==> config.mk <==
export PLATFORM = sky130hd
export DESIGN_NAME = nave_ctrl
export DESIGN_NICKNAME = d
export VERILOG_FILES = /design/src/rtl/nave_ctrl_pkg.sv /design/src/rtl/nave_shot.sv /design/src/rtl/nave_ctrl.sv
export SDC_FILE = /design/constraint.sdc
export NUM_CORES = 1
export LEC_CHECK = 0
export CAP_MARGIN = 5
export CORE_MARGIN = 5
export CORE_UTILIZATION = 56
export CTS_BUF_LIST = sky130_fd_sc_hd__clkbuf_16
export CTS_CLUSTER_DIAMETER = 80
export DETAILED_ROUTE_END_ITERATION = 16
export HOLD_SLACK_MARGIN = 0.08
export PLACE_DENSITY_LB_ADDON = 0.1
export SLEW_MARGIN = 25
export SYNTH_ARGS = -nofsm -noshare
export SYNTH_HDL_FRONTEND = slang
export SYNTH_SLANG_ARGS = --single-unit
==> constraint.sdc <==
create_clock -name clk -period 6 [get_ports clk]
set_input_delay 0.6 -clock clk [delete_from_list [all_inputs] [get_ports clk]]
set_output_delay 0.6 -clock clk [all_outputs]
set_load 0.01 [all_outputs]
==> src/rtl/nave_ctrl_pkg.sv <==
// Shared definitions for the player-ship controller: FSM encoding,
// default playfield coordinates used by renderer/collision blocks,
// and the button-to-direction decode.
package nave_ctrl_pkg;

  // Ship motion state: IDLE waits for a press, HOLD paces auto-repeat.
  typedef enum logic {
    ST_IDLE = 1'b0,
    ST_HOLD = 1'b1
  } ship_st_e;

  // Default coordinates shared with the sprite and collision logic.
  localparam int NAVE_X_MIN      = 134;
  localparam int NAVE_X_MAX      = 765;
  localparam int NAVE_X_INIT     = 445;
  localparam int NAVE_SHOT_Y0    = 470;
  localparam int NAVE_SHOT_Y_MIN = 55;

  // Decoded movement request for one tick.
  typedef struct packed {
    logic mv;     // some direction is pressed
    logic right;  // move right (otherwise left)
  } dir_t;

  // Active-low buttons; right wins when both are pressed.
  function automatic dir_t decode_dir(input logic btn_l_n, input logic btn_r_n);
    dir_t d;
    d.mv    = ~btn_l_n | ~btn_r_n;
    d.right = ~btn_r_n;
    return d;
  endfunction

endpackage

==> src/rtl/nave_shot.sv <==
// One projectile slot: holds valid/x/y and applies init > kill > spawn > move.
// Kill and init act at the next edge; motion only on frame-tick cycles.
// Kill on an idle slot is ignored, so a spawn into that slot still lands.
module nave_shot
  import nave_ctrl_pkg::*;
#(
  parameter int X_W        = 11,
  parameter int SHOT_Y0    = NAVE_SHOT_Y0,
  parameter int SHOT_Y_MIN = NAVE_SHOT_Y_MIN,
  parameter int SHOT_SPEED = 4
) (
  input  logic           clk_i,
  input  logic           init_i,
  input  logic           tick_i,
  input  logic           kill_i,
  input  logic           spawn_i,
  input  logic [X_W-1:0] spawn_x_i,
  output logic           vld_o,
  output logic [X_W-1:0] x_o,
  output logic [X_W-1:0] y_o
);

  localparam logic [X_W-1:0] Y0_U    = X_W'(SHOT_Y0);
  localparam logic [X_W-1:0] Y_LIM_U = X_W'(SHOT_Y_MIN + SHOT_SPEED);
  localparam logic [X_W-1:0] SPD_U   = X_W'(SHOT_SPEED);

  logic           vld_q, vld_d;
  logic [X_W-1:0] x_q, x_d;
  logic [X_W-1:0] y_q, y_d;

  // Next-state with per-slot precedence; a shot too close to the top retires.
  always_comb begin
    vld_d = vld_q;
    x_d   = x_q;
    y_d   = y_q;
    if (init_i) begin
      vld_d = 1'b0;
      x_d   = '0;
      y_d   = '0;
    end else if (kill_i && vld_q) begin
      vld_d = 1'b0;
    end else if (spawn_i) begin
      vld_d = 1'b1;
      x_d   = spawn_x_i;
      y_d   = Y0_U;
    end else if (tick_i && vld_q) begin
      if (y_q < Y_LIM_U) vld_d = 1'b0;
      else               y_d   = y_q - SPD_U;
    end
  end

  // Slot registers; init (reset or restart) is folded into the next-state logic.
  always_ff @(posedge clk_i) begin
    vld_q <= vld_d;
    x_q   <= x_d;
    y_q   <= y_d;
  end

  assign vld_o = vld_q;
  assign x_o   = x_q;
  assign y_o   = y_q;

endmodule

==> src/rtl/nave_ctrl.sv <==
// Player ship controller: frame-tick divider, tap/hold ship motion with clamping,
// and a pool of upward-moving shots. All outputs registered; tick-driven changes
// appear the cycle after tick=1. No backpressure: refused fires pulse fire_drop.
module nave_ctrl
  import nave_ctrl_pkg::*;
#(
  parameter int X_W          = 11,
  parameter int X_MIN        = NAVE_X_MIN,
  parameter int X_MAX        = NAVE_X_MAX,
  parameter int X_INIT       = NAVE_X_INIT,
  parameter int STEP         = 16,
  parameter int TICK_BITS    = 19,
  parameter int REPEAT_TICKS = 3,
  parameter int N_SHOTS      = 4,
  parameter int SHOT_Y0      = NAVE_SHOT_Y0,
  parameter int SHOT_Y_MIN   = NAVE_SHOT_Y_MIN,
  parameter int SHOT_SPEED   = 4,
  parameter int SHOT_X_OFS   = 8
) (
  input  logic                   clk,
  input  logic                   reset,
  input  logic                   btn_A,
  input  logic                   btn_B,
  input  logic                   btn_C,
  input  logic                   btn_D,
  input  logic [N_SHOTS-1:0]     shot_kill,
  output logic [X_W-1:0]         posX,
  output logic [N_SHOTS-1:0]     shot_valid,
  output logic [N_SHOTS*X_W-1:0] shot_x,
  output logic [N_SHOTS*X_W-1:0] shot_y,
  output logic                   tick,
  output logic                   fire_drop
);

  localparam int REP_W = (REPEAT_TICKS > 1) ? $clog2(REPEAT_TICKS) : 1;
  localparam logic [REP_W-1:0]     REP_RLD   = REP_W'(REPEAT_TICKS - 1);
  localparam logic [TICK_BITS-1:0] TICK_PRE  = {TICK_BITS{1'b1}} - 1'b1;
  localparam logic signed [X_W:0]  STEP_S    = (X_W+1)'(STEP);
  localparam logic signed [X_W:0]  X_MAX_S   = (X_W+1)'(X_MAX);
  localparam logic signed [X_W:0]  X_MIN_S   = (X_W+1)'(X_MIN);
  localparam logic [X_W-1:0]       X_MAX_U   = X_W'(X_MAX);
  localparam logic [X_W-1:0]       X_MIN_U   = X_W'(X_MIN);
  localparam logic [X_W-1:0]       X_INIT_U  = X_W'(X_INIT);
  localparam logic [X_W-1:0]       X_OFS_U   = X_W'(SHOT_X_OFS);

  logic [TICK_BITS-1:0] cnt_q, cnt_d;
  logic                 tick_q;
  ship_st_e             st_q;
  logic [REP_W-1:0]     rep_q;
  logic [X_W-1:0]       pos_q;
  logic                 fire_hist_q;
  logic                 fire_drop_q;

  logic                 init;
  dir_t                 dir;
  logic signed [X_W:0]  pos_ext, right_sum, left_diff;
  logic [X_W-1:0]       pos_right, pos_left, pos_move;
  logic [N_SHOTS-1:0]   shot_vld, free_oh, spawn_vec;
  logic                 any_free, fire_req;
  logic [X_W-1:0]       spawn_x;

  // Restart shares the init path with reset but leaves the divider running.
  assign init = reset | ~btn_D;
  assign dir  = decode_dir(btn_A, btn_B);

  // Candidate positions, computed one bit wider and signed so left never wraps.
  always_comb begin
    pos_ext   = signed'({1'b0, pos_q});
    right_sum = pos_ext + STEP_S;
    left_diff = pos_ext - STEP_S;
    pos_right = (right_sum > X_MAX_S) ? X_MAX_U : right_sum[X_W-1:0];
    pos_left  = (left_diff < X_MIN_S) ? X_MIN_U : left_diff[X_W-1:0];
    pos_move  = dir.right ? pos_right : pos_left;
  end

  // Lowest free slot as a one-hot; a slot being killed this cycle is still busy.
  always_comb begin
    free_oh   = ~shot_vld & (shot_vld + N_SHOTS'(1));
    any_free  = |free_oh;
    fire_req  = tick_q & ~btn_C & ~fire_hist_q;
    spawn_vec = fire_req ? free_oh : '0;
    spawn_x   = pos_q + X_OFS_U;
  end

  assign cnt_d = cnt_q + 1'b1;

  // Free-running divider; tick is registered so it is high while cnt is all-ones.
  always_ff @(posedge clk) begin
    if (reset) begin
      cnt_q  <= '0;
      tick_q <= 1'b0;
    end else begin
      cnt_q  <= cnt_d;
      tick_q <= (cnt_q == TICK_PRE);
    end
  end

  // Ship FSM, fire edge detect and fire_drop, all advancing on tick cycles.
  always_ff @(posedge clk) begin
    if (init) begin
      pos_q       <= X_INIT_U;
      st_q        <= ST_IDLE;
      rep_q       <= '0;
      fire_hist_q <= 1'b0;
      fire_drop_q <= 1'b0;
    end else if (tick_q) begin
      fire_hist_q <= ~btn_C;
      fire_drop_q <= fire_req & ~any_free;
      case (st_q)
        ST_IDLE: begin
          if (dir.mv) begin
            pos_q <= pos_move;
            st_q  <= ST_HOLD;
            rep_q <= REP_RLD;
          end
        end
        ST_HOLD: begin
          if (!dir.mv) begin
            st_q <= ST_IDLE;
          end else if (rep_q != '0) begin
            rep_q <= rep_q - 1'b1;
          end else begin
            pos_q <= pos_move;
            rep_q <= REP_RLD;
          end
        end
        default: st_q <= ST_IDLE;
      endcase
    end else begin
      fire_drop_q <= 1'b0;
    end
  end

  for (genvar g = 0; g < N_SHOTS; g++) begin : g_shot
    nave_shot #(
      .X_W        (X_W),
      .SHOT_Y0    (SHOT_Y0),
      .SHOT_Y_MIN (SHOT_Y_MIN),
      .SHOT_SPEED (SHOT_SPEED)
    ) u_shot (
      .clk_i     (clk),
      .init_i    (init),
      .tick_i    (tick_q),
      .kill_i    (shot_kill[g]),
      .spawn_i   (spawn_vec[g]),
      .spawn_x_i (spawn_x),
      .vld_o     (shot_vld[g]),
      .x_o       (shot_x[g*X_W +: X_W]),
      .y_o       (shot_y[g*X_W +: X_W])
    );
  end

  assign posX       = pos_q;
  assign shot_valid = shot_vld;
  assign tick       = tick_q;
  assign fire_drop  = fire_drop_q;

endmodule
Word level (Yosys, flattened, before mapping)
Cells that the tools add are included.
- word-level logic and storage cells: 136
- flip-flop bits (word level): 128
- output and inout bits: 105
- bits of input ports: 10
- mux-type cells: 37
- add/sub/neg operators: 10
- bitwise operators: 19
- $lt $le $gt $ge: 6
- reductions and logical operators: 37
- eq/ne operators: 8
- operator list (cell ; count):
    $mux 11 ; 18
    $lt 11x6->1 const B ; 4
    $sub 11x3->11 const B ; 4
    $pmux 11 s2 ; 1
    $add 19x1->19 const B ; 1
    $eq 19x19->1 const B ; 1
    $reduce_bool 2->1 ; 9
    $reduce_and 2->1 ; 8
    $reduce_and 3->1 ; 5
    $mux 1 ; 13
    $add 11x5->12 const B ; 1
    $gt 12x11->1 const B ; 1
    $lt 12x9->1 const B ; 1
    $ne 2x2->1 const B ; 6
    $not 1->1 ; 12
    $sub 11x5->12 const B ; 1
    $add 11x4->11 const B ; 1
    $reduce_or 2->1 ; 5
    $logic_and 1x1->1 ; 8
    $mux 2 ; 3
    $add 4x1->4 const B ; 1
    $and 4x4->4 ; 1
    $mux 4 ; 1
    $not 4->4 ; 1
    7 further kinds ; 10

Logic depth before layout (Yosys ltp)
Gate-level depths: netlist (run 1).
- depth in word-level cells: 7
- gate-level depth with buffers: 9
- depth with buffers taken out: 8

By module
From an unflattened synthesis (run 1), not the netlist that was laid out.
- cells, all modules: 752
- area, all modules: 6271.0 sq um
- by module, submodules not included (module ; area each (sq um) ; sequential area each (sq um) ; cells each ; times used):
    nave_shot ; 1012.2 ; 440.4 ; 121 ; 4
    nave_ctrl ; 2222.1 ; 700.7 ; 268 ; 1

Worst setup path before layout (run 1)
No wires, ideal clock.
- path type: register to register
- from: register pos_q[5] (netlist: posX[5])
- to: register pos_q[4] (netlist: posX[4])
- path slack: 3.815 ns
- period minus slack after synthesis: 2.185 ns
- stages on the path, launching flop included: 10
- buffers on the path: 1
- arrival: 2.050 ns
- required time: 5.866 ns
- library setup time: 0.134 ns
- path through: dfxtp_1 clkbuf_1 inv_1 ha_1 nor3b_1 xor2_1 a221o_1 a21oi_1 and3_1 o31ai_1
- cells in the longest elaborated chain, start to end: 7
- elaborated cells on any way between the ends: 11
- those cells by class: 2 x add/sub; 2 x order compare; 7 x mux
- ends and longest elaborated chain (item ; line ; text):
    start: declaration ; nave_ctrl.sv:50 ; logic [X_W-1:0] pos_q;
    start signal: assignment ; nave_ctrl.sv:112 ; pos_q <= pos_move;
    start signal: assignment ; nave_ctrl.sv:123 ; pos_q <= pos_move;
    $add 11x5->12 or $sub 11x5->12 (tied branches) ; nave_ctrl.sv:69, nave_ctrl.sv:70 ;
    $gt 12x11->1 or $lt 12x9->1 (tied branches) ; nave_ctrl.sv:71, nave_ctrl.sv:72 ;
    $mux 11, on equally long branches ; nave_ctrl.sv:71, nave_ctrl.sv:72 ;
    $mux 11 (*) ; nave_ctrl.sv:73 ; pos_move = dir.right ? pos_right : pos_left;
    $mux 11 ; nave_ctrl.sv:120 ; end else if (rep_q != '0) begin
    $mux 11 ; nave_ctrl.sv:118 ; if (!dir.mv) begin
    $pmux 11 s2 (*) ; nave_ctrl.sv:109 ; case (st_q)
Every way passes the cells marked *; elsewhere a longest branch is shown, timed or not. The select of a mux whose other input is x is not followed.
A chain may end at the register's enable or synchronous reset.

Worst setup path in the final report (run 1)
- from: input port btn_C
- to: register g_shot[1].u_shot.y_q[5]
- cells in the longest elaborated chain, start to end: 6
- elaborated cells on any way between the ends: 8
- those cells by class: 1 x eq/ne; 2 x mux; 3 x bitwise; 2 x reduce/logical
- ends and longest elaborated chain (item ; line ; text):
    start: declaration ; nave_ctrl.sv:24 ; input logic btn_C,
    $not 1->1 (*) ; nave_ctrl.sv:80 ; fire_req = tick_q & ~btn_C & ~fire_hist_q;
    $and 1x1->1 (*) (2 in series) ; nave_ctrl.sv:80 ;
    $mux 4 (*) ; nave_ctrl.sv:81 ; spawn_vec = fire_req ? free_oh : '0;
    $ne 2x2->1 (no source line) or $reduce_bool 2->1 (tied branches) ; n/a ;
    $reduce_and 3->1 (no source line) ; n/a ;
    end signal: assignment ; nave_shot.sv:56 ; y_q <= y_d;
    end: declaration ; nave_shot.sv:29 ; logic [X_W-1:0] y_q, y_d;
Every way passes the cells marked *; elsewhere a longest branch is shown, timed or not.

==> results of run 1 <==
==> cells in the mapped netlist, drive strengths merged, types with 4 or more instances <==
cell    number
nor4         9
nand4       11
a31oi        7
ha          15
buf         19
nor2b        5
and2         4
o21ai       18
nor3        18
nor2        92
a21oi       44
inv         22
a211oi      31
xor2        36
and3         4
o211ai       5
o21a         4
xnor2       13
or3          5
dfxtp      123
nand3       36
nand2       64
nand2b       5
clkbuf      33
or4          6
==> cell families after synthesis <==
family,after synthesis
adder cells (fa/ha/maj),15
XOR/XNOR,49
AND/OR/NAND/NOR,272
buffers and inverters,74
AO/OA/AOI/OAI,136
flip-flops,123
other,1
==> worst max-delay path, stage by stage <==
cell	delay, ns
clkdlybuf4s50_1	0.48
and4bb_2	0.42
nor2b_2	0.83
o21ai_1	0.28
nor4_1	0.30
xnor2_1	0.16
nor3_1	0.06
==> power groups by stage <==
stage / logic, µW / clock network (µW) / registers, µW
floorplan: 20.5 / 0 / 838
global placement: 30.0 / 0 / 838
detailed placement: 30.7 / 0 / 838
CTS: 30.7 / 1080 / 821
global route: 34.0 / 1120 / 821
finish: 31.6 / 1070 / 821
==> metal layers <==
metal  routed length, µm  track usage  up-vias
met5                   0            0        -
met4                 258       0.0961        0
met3                 947       0.0689       18
met2                7650        0.424      177
met1                6320        0.293     2448
li1                    -            -     2510
==> metrics by stage <==
step           hold slack (ns)  utilization  setup WS [ns]  total power (µW)
6_report                 0.456        0.749           3.11              1920
5_1_grt                  0.471        0.749           2.92              1980
4_1_cts                  0.454        0.749           3.16              1930
3_5_place_dp             0.444        0.685           2.72               869
3_3_place_gp             0.441        0.685           2.77               868
2_1_floorplan            0.428            -           3.82               859
==> worst min-delay path by stage <==
stage	endpoint	cells after the start
after floorplan	tick	2
after global placement	tick	2
after detailed placement	tick	2
after CTS	g_shot[2].u_shot.x_o[1]	2
after global routing	g_shot[2].u_shot.x_o[1]	2
final	tick	2
==> state kept, by name (all words and copies together), names as in the netlist <==
name	cells
rep_q	2
g_shot.u_shot.y_o	40
g_shot.u_shot.vld_o	4
st_q	1
posX	10
fire_hist_q	1
g_shot.u_shot.x_o	44
cnt_q	19
fire_drop	1
tick	1
==> area by class of cell <==
type                    instances  area [µm²]
multi-input cells             476        2890
flip-flops and latches        123        2460
fillers                       767        2460
repair buffers                115        1140
clock buffers                  17         425
clock inverters                15         199
well taps                     133         166
inverters                      22        82.6
==> results summary, run 1 <==
In this run, distinct cell masters in the synthesized netlist total 61. The total placed cells including tap cells came out at 869. In the final design database the tool counted 780 nets. The post-detailed-route count of antenna-violating nets came out at 0. The final hold violation count came out at 0.

The post-synthesis instance area came out at 0.00566 mm². The final design instance area without fill came out at 0.00736 mm². The mean instance size in the synthesized netlist is 8.44 µm². The post-synthesis register bit count came out at 123. The worst slew margin relative to its limit is 0.339. After detailed routing, the average wire length per cell comes to 16.9 µm. The via count of the first global-routing pass was 5036. Counting flops with an async set or reset pin after synthesis yields a share of 0.

The overall die area came out at 0.0122 mm². The sequential-to-total area share from yosys stat came out at 0.435. The number of buffers added for setup after CTS came out at 0. The area fraction in and, or, nand and nor cells after synthesis is 0.234. Max-cap violations in this run came to 0. For this run, the total global-route usage over all layers was measured as 0.247. Buffers inserted to repair hold after CTS numbered 0.

TritonCTS built the clock tree. The final cycle utilization of the critical path came out at 0.482. The final weighted congestion in routability-driven placement came out at 0.891.

The type of element launching the critical path is an input port. Timing would allow up to 346 MHz. The peak fanout along the critical path is 25. The number of gates resized after cts came out at 0. In this run the critical register-to-register path is launched from tick. The number of CTS-inserted buffers came out at 17. The compound-gate portion of the synthesized area came out at 0.162.

Leaving out fill and tap cells, the most frequent cell in the layout is dfxtp_1. The biggest area contributor in the post-synthesis netlist is dfxtp_1. Summed over all nets, the half-perimeter wirelength after detailed placement is 10300 µm.

Clock tree synthesis selected as its root buffer the cell clkbuf_16. The xor/xnor cell area share of the yosys netlist is 0.0759. The total count of max-transition violations in the final report is 0. The run finished with clean final reports. The post-synthesis share of cell area spent on full adders, half adders and majority gates is 0.0332.

The required time of the critical path is 6.24 ns. The share of total power dissipated in combinational logic is 0.016. Measured in cells, the most critical reg-to-reg path has a length of 6. The share of total power dissipated in the clock network is 0.556. The sum of overflow across all layers after global routing is 0. The measured slew at the worst slew-check pin came out at 0.987 ns. The flip-flop cell with the highest count after synthesis is dfxtp_1. The class of the tightest hold or removal check is flip-flop to flip-flop. The H-tree was split into 4 levels. The initial antenna violation count is 0. The clock edge transition at the registers on the reported setup and hold paths is 0.06 ns. The area share of the largest cell type after synthesis is 0.435.

Measured along the y axis, the die boundary spans 110 µm. The growth of design area from synthesis to finish came out at 30.1%. The switching power came out at 395 µW. The number of buffers inserted by port buffering came out at 110. The clock skew after layout came out at 0.00671 ns.

The clock latency on the worst-skew pair is 0.41 ns. The combinational family with the most area after synthesis is simple AND/OR/NAND/NOR gates. The first TritonRoute pass finished after 5 iterations.

The share of final-layout standard cells stronger than drive strength 1 came out at 0.0677. The internal portion of total power is 1520 µW. The worst register-to-register path ends at g_shot[1].u_shot.y_o[5]. The part of the total power dissipated in sequential elements is 0.428. The initialized floorplan defines 36 standard-cell rows. By area the synthesized netlist is led by dfxtp_1, nor2_1, xor2_1, nand2_1, a211oi_1.

The worst register-to-register path has a setup slack of 3.13 ns. The floorplan step set the die width to 110 µm. The worst setup path is captured at a flip-flop. In this run the power density over the cells is 261 mW/mm². In this run the worst setup path terminates at g_shot[1].u_shot.y_o[5]. Leaving out fill and tap cells, the most frequent cells in the layout are dfxtp_1, clkdlybuf4s50_1, nor2_1. The proportion of synthesized area in mux cells came out at 0. The cell area after placement is 0.00673 mm². The first global-routing pass estimated 25100 µm of wire. The starting density of the core is 0.576. The wire length after detailed routing came out at 15200 µm. The worst supply voltage drop on vdd is 0.000190 V.

The count of boundary I/O pins is 115. The DRC violations left is 0. The total number of clock tree sinks is 123.

The number of standard cells in the final layout excluding fillers is 901. The core region area is 0.00982 mm². The most critical setup path has its startpoint at btn_C. The pin count of the biggest net entering global routing is 55. The clock tree buffer depth came out at 2. The routed layout has 5153 vias. The time the final worst path needs with I/O delays and setup is 2.89 ns. In this run, synthesis inferred 0 flip-flops with an integrated enable. The first routing iteration left 307 violations. The category of the critical setup timing path is input port to flip-flop. Synthesis produced a netlist whose cell count is 670. Setup violations remaining at the end of the flow were counted as 0. Setup repair after global routing left no endpoint under its margin.

The Yosys warning count came out at 0. The via count normalized by instance count is 5.72. The repair_antennas step left the layout with diodes totalling 0. The worst hold path begins at cnt_q[18]. Of the total power, the share spent switching nets is 0.206. The cell leakage power is 0.00257 µW. STA puts the critical path data arrival time at 3.14 ns. The setup TNS came out at 0 ns.
No activity file was read; power rests on OpenSTA's default activity.
==> run 2: changes to the inputs <==
- CORE_UTILIZATION: 56 -> 52
- clock period: 6 -> 3 ns (I/O delays scaled with it)
==> run 2 against run 1 <==
Effect of this change:
- register-to-register slack worse by 2.6 ns
- sequential power increased by 100%
- worst setup slack got worse by 2.6 ns
- largest cell class unchanged
- non-clock buffer count up 8
- via count fell by 0.60%
- highest routed layer unchanged
- clock power up 76%
- critical endpoint is now posX[4]
- die area grew 7.0%
==> results summary, run 2 (same netlist as run 1, synthesis figures left out) <==
The power after layout came out at 3600 µW (+88%). The number of CTS-inserted buffers is 17 (unchanged). The worst setup path is launched from a flip-flop.

The setup slack on the worst flop-to-flop path came out at 0.52 ns (-2.61 ns). The global-route usage over all layers is 0.234 (-0.0138). The CTS tree is yes. The worst setup path is of the flip-flop to flip-flop kind. The number of rows in the core area is 38 (+5.6%). The required time of the critical path came out at 3.28 ns (-2.96 ns).

The path with the worst hold slack has its endpoint at g_shot[2].u_shot.x_o[0]. The width of the die is 114 µm (+3.4%). The height of the die came out at 114 µm (+3.4%). The cell leakage power is 0.00260 µW (+1.1%). The final weighted congestion in routability-driven placement came out at 0.867 (-2.7%). The number of nets at the end of the flow is 788 (+1.0%).

The total setup violations reported at the end of the flow came to 0 (unchanged). The peak per-stage delay on the critical path came out at 0.62 ns (-0.21 ns). The DRC violations left came to 0 (unchanged). The count of boundary I/O pins came out at 115 (unchanged). The number of gates resized after cts is 0 (unchanged). The total via count in the routed design came out at 5122 (-0.60%). The wire length per cell came out at 16.3 µm (-3.2%).

The number of buffers and inverters on the critical path came out at 1 (unchanged). In this run the most critical hold path is launched from g_shot[2].u_shot.x_o[0]. The number of buffers inserted for hold repair after clock tree synthesis is 0 (unchanged). The via count normalized by instance count is 5.60 (-2.1%).

The starting density of the core is 0.526 (-0.0496). Of the available clock period, the critical path in the final layout requires 0.827. The worst slew margin relative to its limit came out at 0.504 (+0.165). The clock tree buffer depth was 2 (unchanged). The worst setup path is captured at a flip-flop. The detailed router used layers up to and including met4.

The critical path arrival came out at 2.76 ns (-0.38 ns). The flip-flop count of the largest register after layout was 44 (unchanged). The diode insertion count for antenna repair is 0 (unchanged). The met3 layer wire length in the routed design is 1000 µm (+5.8%).

The library cells used most frequently in the layout, excluding fill and tap cells, are dfxtp_1, clkdlybuf4s50_1, nor2_1. The register area is 0.00246 mm² (unchanged). The via count of the first global-routing pass is 4956 (-1.6%). The total number of clock tree sinks is 123 (unchanged).

Setup repair after global routing left no endpoint under its margin. The number of buffers added for setup after CTS is 0 (unchanged). The peak fanout along the critical path was 14 (-44%). The pin count of the biggest net entering global routing is 37 (-33%). The class of the tightest hold or removal check is flip-flop to flip-flop. The library cell used most frequently in the layout, excluding fill and tap cells, is dfxtp_1. The power density over cell area is 489 mW/mm² (+88%). The initial antenna violation count came to 0 (unchanged). The wire length of the first global-routing pass is 24400 µm (-2.8%). The number of buffers inserted by port buffering was 110 (unchanged). The measured slew at the worst slew-check pin is 0.742 ns (-0.244 ns).

The time the final worst path needs with I/O delays and setup came out at 2.48 ns. The growth of design area from synthesis to finish is 30.1% (about the same). The number of design-rule violations left by the first detailed-router iteration is 305 (-0.65%). The wire length after detailed routing is 14900 µm (-1.7%). The number of H-tree levels came out at 4 (unchanged).

The footprint of the multi-input gates was 0.00289 mm² (unchanged). The startpoint identified for the worst register-to-register timing path is posX[4]. The total count of max-transition violations in the final report came out at 0 (unchanged). The share of final-layout standard cells stronger than drive strength 1 is 0.0710 (+0.00326). The max-cap check violation count came to 0 (unchanged). The number of inserted filler cells in the final layout was 885 (+15%). The sum of overflow across all layers after global routing is 0 (unchanged).

The wire length on met2 came out at 7110 µm (-7.1%). The setup TNS is 0 ns (unchanged). The final hold violation count came out at 0 (unchanged).

The clock edge transition at the registers on the reported setup and hold paths is 0.05 ns (about the same). The post-detailed-route count of antenna-violating nets is 0 (unchanged). The utilization after layout came out at 0.685 (-0.0648). The signal on the critical path passes through inv_1 > ha_1 > nor3b_1 > xor2_1 > a221o_1 > a21oi_1 > and3_1 > o31ai_1. The run finished with clean final reports. On the critical path the largest part of the delay comes from compound AO/OA/AOI/OAI gates. The worst register-to-register path ends at posX[4]. The slowest stage of the critical path is the dfxtp_1 cell. The clock latency on the worst-skew pair came to 0.41 ns (about the same). Timing would allow up to 403 MHz.

The worst supply voltage drop on vdd came to 0.000348 V (+84%). The worst reg-to-reg path cell count is 8 (+2). The hold-critical path depth came to 2 (unchanged). The clock skew after layout came out at 0.0128 ns (+0.00609 ns).

The core region area is 0.0107 mm² (+9.4%). The wire length on met1 is 6450 µm (+2.1%). Clock tree synthesis selected as its root buffer the cell clkbuf_16.

The total iterations of the first detailed-routing run is 5 (unchanged). The overall die area is 0.0131 mm² (+7.0%). The total half-perimeter wirelength after legalization and detailed placement was 10500 µm (+1.8%).
run 2: changes by cell type in the layout (fill, tap and decap cells not counted), sizes merged:
cell / before / now
inv: 23 / 25
clkinv: 7 / 8
bufinv: 4 / 2
clkinvlp: 3 / 1
buf: 5 / 13
run 2: per-stage QoR:
stage	instance area, µm²	std cells	hold WS (ns)	setup WS [ns]
2_1_floorplan	5670	673	0.399	0.815
3_3_place_gp	6820	884	0.441	0.688
3_5_place_dp	6820	884	0.446	0.586
4_1_cts	7360	915	0.454	0.575
5_1_grt	7360	915	0.468	0.328
6_report	7360	915	0.453	0.520
run 2: worst max-delay path by stage:
stage	slack [ns]	startpoint	end	cells past startpoint
2_1_floorplan	0.82	posX[5]	posX[4]	9
3_3_place_gp	0.69	btn_C	g_shot[1].u_shot.y_o[10]	7
3_5_place_dp	0.59	posX[4]	posX[4]	8
4_1_cts	0.57	posX[4]	posX[4]	8
5_1_grt	0.33	posX[4]	posX[1]	8
6_report	0.52	posX[4]	posX[4]	8
run 2: power by group:
part | internal [µW] | switching (µW)
combinational | 24.2 | 44.4
clock | 1190 | 697
sequential | 1640 | 4.47
total | 2850 | 746
run 2: tightest hold or removal path, cell delays in order (launching register included):
cell	delay (ns)
dfxtp_1	0.30
nand2_1	0.05
a21oi_1	0.05
run 2: metal layers:
layer / GRT usage / vias up
met5: 0 / -
met4: 0.105 / 0
met3: 0.0640 / 30
met2: 0.372 / 177
met1: 0.296 / 2397
li1: - / 2518
run 2: cell type report:
| class | count | area share |
|---|---|---|
| Clock inverter | 14 | 0.0156 |
| Inverter | 22 | 0.0112 |
| Tap cell | 140 | 0.0238 |
| Clock buffer | 17 | 0.0578 |
| Timing Repair Buffer | 123 | 0.165 |
| Sequential cell | 123 | 0.335 |
| Multi-Input combinational cell | 476 | 0.392 |
==> run 3: changes to the inputs <==
- CORE_UTILIZATION: 52 -> 47
- clock period: 3 -> 2.1 ns (I/O delays scaled with it)
==> run 3 against run 2 <==
Effect of this change:
- largest cell class unchanged
- largest power group unchanged
- cell count rose by 4.0%
- worst setup slack got worse by 0.38 ns
- final area rose by 4.4%
- worst hold slack improved by 0.0054 ns
- critical path depth fell by 1
==> results summary, run 3 (same netlist as run 1, synthesis figures left out) <==
The run finished with clean final reports. The width of the die is 120 µm (+4.7%). The max-cap check violation count came out at 0 (unchanged). The clock latency on the worst-skew pair came out at 0.41 ns (about the same). The via count of the first global-routing pass came to 5014 (+1.2%). The total iterations of the first detailed-routing run is 4 (-1). The time the final worst path needs with I/O delays and setup is 1.96 ns (-0.520 ns).

The required time of the critical path came out at 2.40 ns (-0.88 ns). The clock network fraction of total power is 0.540 (+0.016). The global-route usage over all layers came out at 0.221 (-0.0124). In this run the clock root is driven by a clkbuf_16. The power after layout came out at 5330 µW (+48%). The flip-flop count of the largest register after layout is 44 (unchanged).

The count of boundary I/O pins came out at 115 (unchanged). The number of inserted filler cells in the final layout is 1013 (+14%). The number of nets at the end of the flow came out at 817 (+3.7%). The cell leakage power was 0.00274 µW (+5.5%). The starting density of the core is 0.475 (-0.0515). The tightest min-delay check is of the flip-flop to flip-flop type. Leaving out fill and tap cells, the most frequent cells in the layout are dfxtp_1, clkdlybuf4s50_1, nor2_1. The worst supply voltage drop on vdd came out at 0.000502 V (+44%). The portion of total power attributed to combinational logic is 0.020 (about the same). The worst slew margin relative to its limit is 0.621 (+0.117).

The register area came to 0.00247 mm² (+0.15%). The final cycle utilization of the critical path came out at 0.933 (+0.107). The number of design-rule violations left by the first detailed-router iteration is 473 (+55%). The measured slew at the worst slew-check pin came to 0.564 ns (-0.179 ns). The part of the total power dissipated in sequential elements was 0.440 (-0.017).

The type of destination of the critical path is a flip-flop. The switching power is 1110 µW (+49%). The clock tree buffer depth is 2 (unchanged). The wire length per cell came to 16.3 µm (+0.13%). The total number of clock tree sinks came out at 123 (unchanged).

The switching power share of the total came out at 0.209 (+0.00158). The DRC violations left is 0 (unchanged). The number of standard cells in the final layout excluding fillers came out at 952 (+4.0%). The clock skew after layout came to 0.00627 ns (-0.00652 ns). The number of H-tree levels came out at 4 (unchanged). The wire length of the first global-routing pass is 25700 µm (+5.2%). The total via count in the routed design came out at 5255 (+2.6%).

The startpoint identified for the worst register-to-register timing path is g_shot[2].u_shot.y_o[6]. The total setup violations reported at the end of the flow came out at 0 (unchanged). The post-detailed-route count of antenna-violating nets is 0 (unchanged).

The setup TNS is 0 ns (unchanged). The footprint of the multi-input gates came to 0.00291 mm² (+0.78%). The total placed cells including tap cells was 920 (+4.1%). The wire length after detailed routing is 15500 µm (+4.2%). TritonCTS built the clock tree. The most critical setup path has its startpoint at g_shot[2].u_shot.y_o[6]. The worst hold-check slack is 0.459 ns (+0.00542 ns). The total half-perimeter wirelength after legalization and detailed placement came out at 11100 µm (+5.6%). The number of CTS-inserted buffers came out at 17 (unchanged). The utilization after layout was 0.645 (-0.0401). The share of final-layout standard cells stronger than drive strength 1 is 0.114 (+0.0433). The power density over cell area came out at 694 mW/mm² (+42%). The fmax came to 510 MHz (+27%). The core region area is 0.0119 mm² (+11%). The number of buffers added for setup after CTS came out at 0 (unchanged).

The setup path with the least slack is of type flip-flop to flip-flop. The final hold violation count came out at 0 (unchanged). The height of the die came out at 120 µm (+4.7%). The area growth from synthesis to layout is 35.8%. The internal portion of total power is 4220 µW (+48%). The critical path arrival is 2.26 ns (-0.50 ns).

The peak fanout along the critical path came to 7 (-7). The total count of max-transition violations in the final report came out at 0 (unchanged). The diode insertion count for antenna repair came out at 0 (unchanged). STA classifies the critical path startpoint as a flip-flop. The number of gates resized after cts came out at 0 (unchanged). The clock edge transition at the registers on the reported setup and hold paths came out at 0.06 ns (about the same).

The number of buffers inserted by port buffering was 110 (unchanged). The sum of overflow across all layers after global routing came out at 0 (unchanged). The number of buffers inserted for hold repair after clock tree synthesis came out at 0 (unchanged). The initial antenna violation count came out at 0 (unchanged).

The final weighted congestion in routability-driven placement came to 0.880 (+1.5%). The overall die area is 0.0143 mm² (+9.7%). Setup repair after global routing left no endpoint under its margin.

The number of rows in the core area is 40 (+5.3%). The pin count of the biggest net entering global routing is 32 (-14%). The startpoint identified for the worst hold timing path is g_shot[0].u_shot.x_o[3]. The via count normalized by instance count is 5.52 (-1.4%). The leading cell type in the layout, fill and taps excluded is dfxtp_1.
-- run 3: critical path, cell delays in order, from the launching register on --
cell and delay (ns):
dfxtp_1 0.38, or4_4 0.61, o2111ai_4 0.28, nand2_2 0.10, buf_4 0.15, nand2_1 0.07, xor2_1 0.17, a21oi_1 0.09
-- run 3: path summary, 6_finish.rpt --
kind / to / slack [ns] / cells after the start
setup / recovery: g_shot[2].u_shot.y_o[4] / 0.14 / 7
hold / removal: g_shot[0].u_shot.x_o[3] / 0.46 / 2
setup reg to reg: g_shot[2].u_shot.y_o[4] / 0.14 / 7
hold reg to reg: g_shot[0].u_shot.x_o[3] / 0.46 / 2
-- run 3: layout make-up --
cell class | instances | area share
well taps | 147 | 0.0240
repair buffers | 152 | 0.189
inverters | 22 | 0.0108
flip-flops and latches | 123 | 0.321
clock inverters | 15 | 0.0205
clock buffers | 17 | 0.0554
multi-input cells | 476 | 0.379
-- run 3: through the flow --
step                      area [µm²]  setup slack (ns)
after floorplan                 5670            0.0410
after global placement          7070            0.0379
after detailed placement        7070           0.00422
after CTS                       7660            0.0688
after global routing            7680           0.00554
final                           7680             0.140
-- run 3: power groups by stage --
stage                     clock, µW  combinational, µW  sequential, µW
after floorplan                   0               58.6            2390
after global placement            0                105            2400
after detailed placement          0                107            2400
after CTS                      2930                108            2350
after global routing           3050                117            2350
final                          2880                108            2350
-- run 3: layer usage --
layer	vias up	track usage	share of wire
li1	2582	-	-
met1	2504	0.270	0.44
met2	149	0.374	0.48
met3	20	0.0745	0.065
met4	0	0.0594	0.014
met5	-	0	0
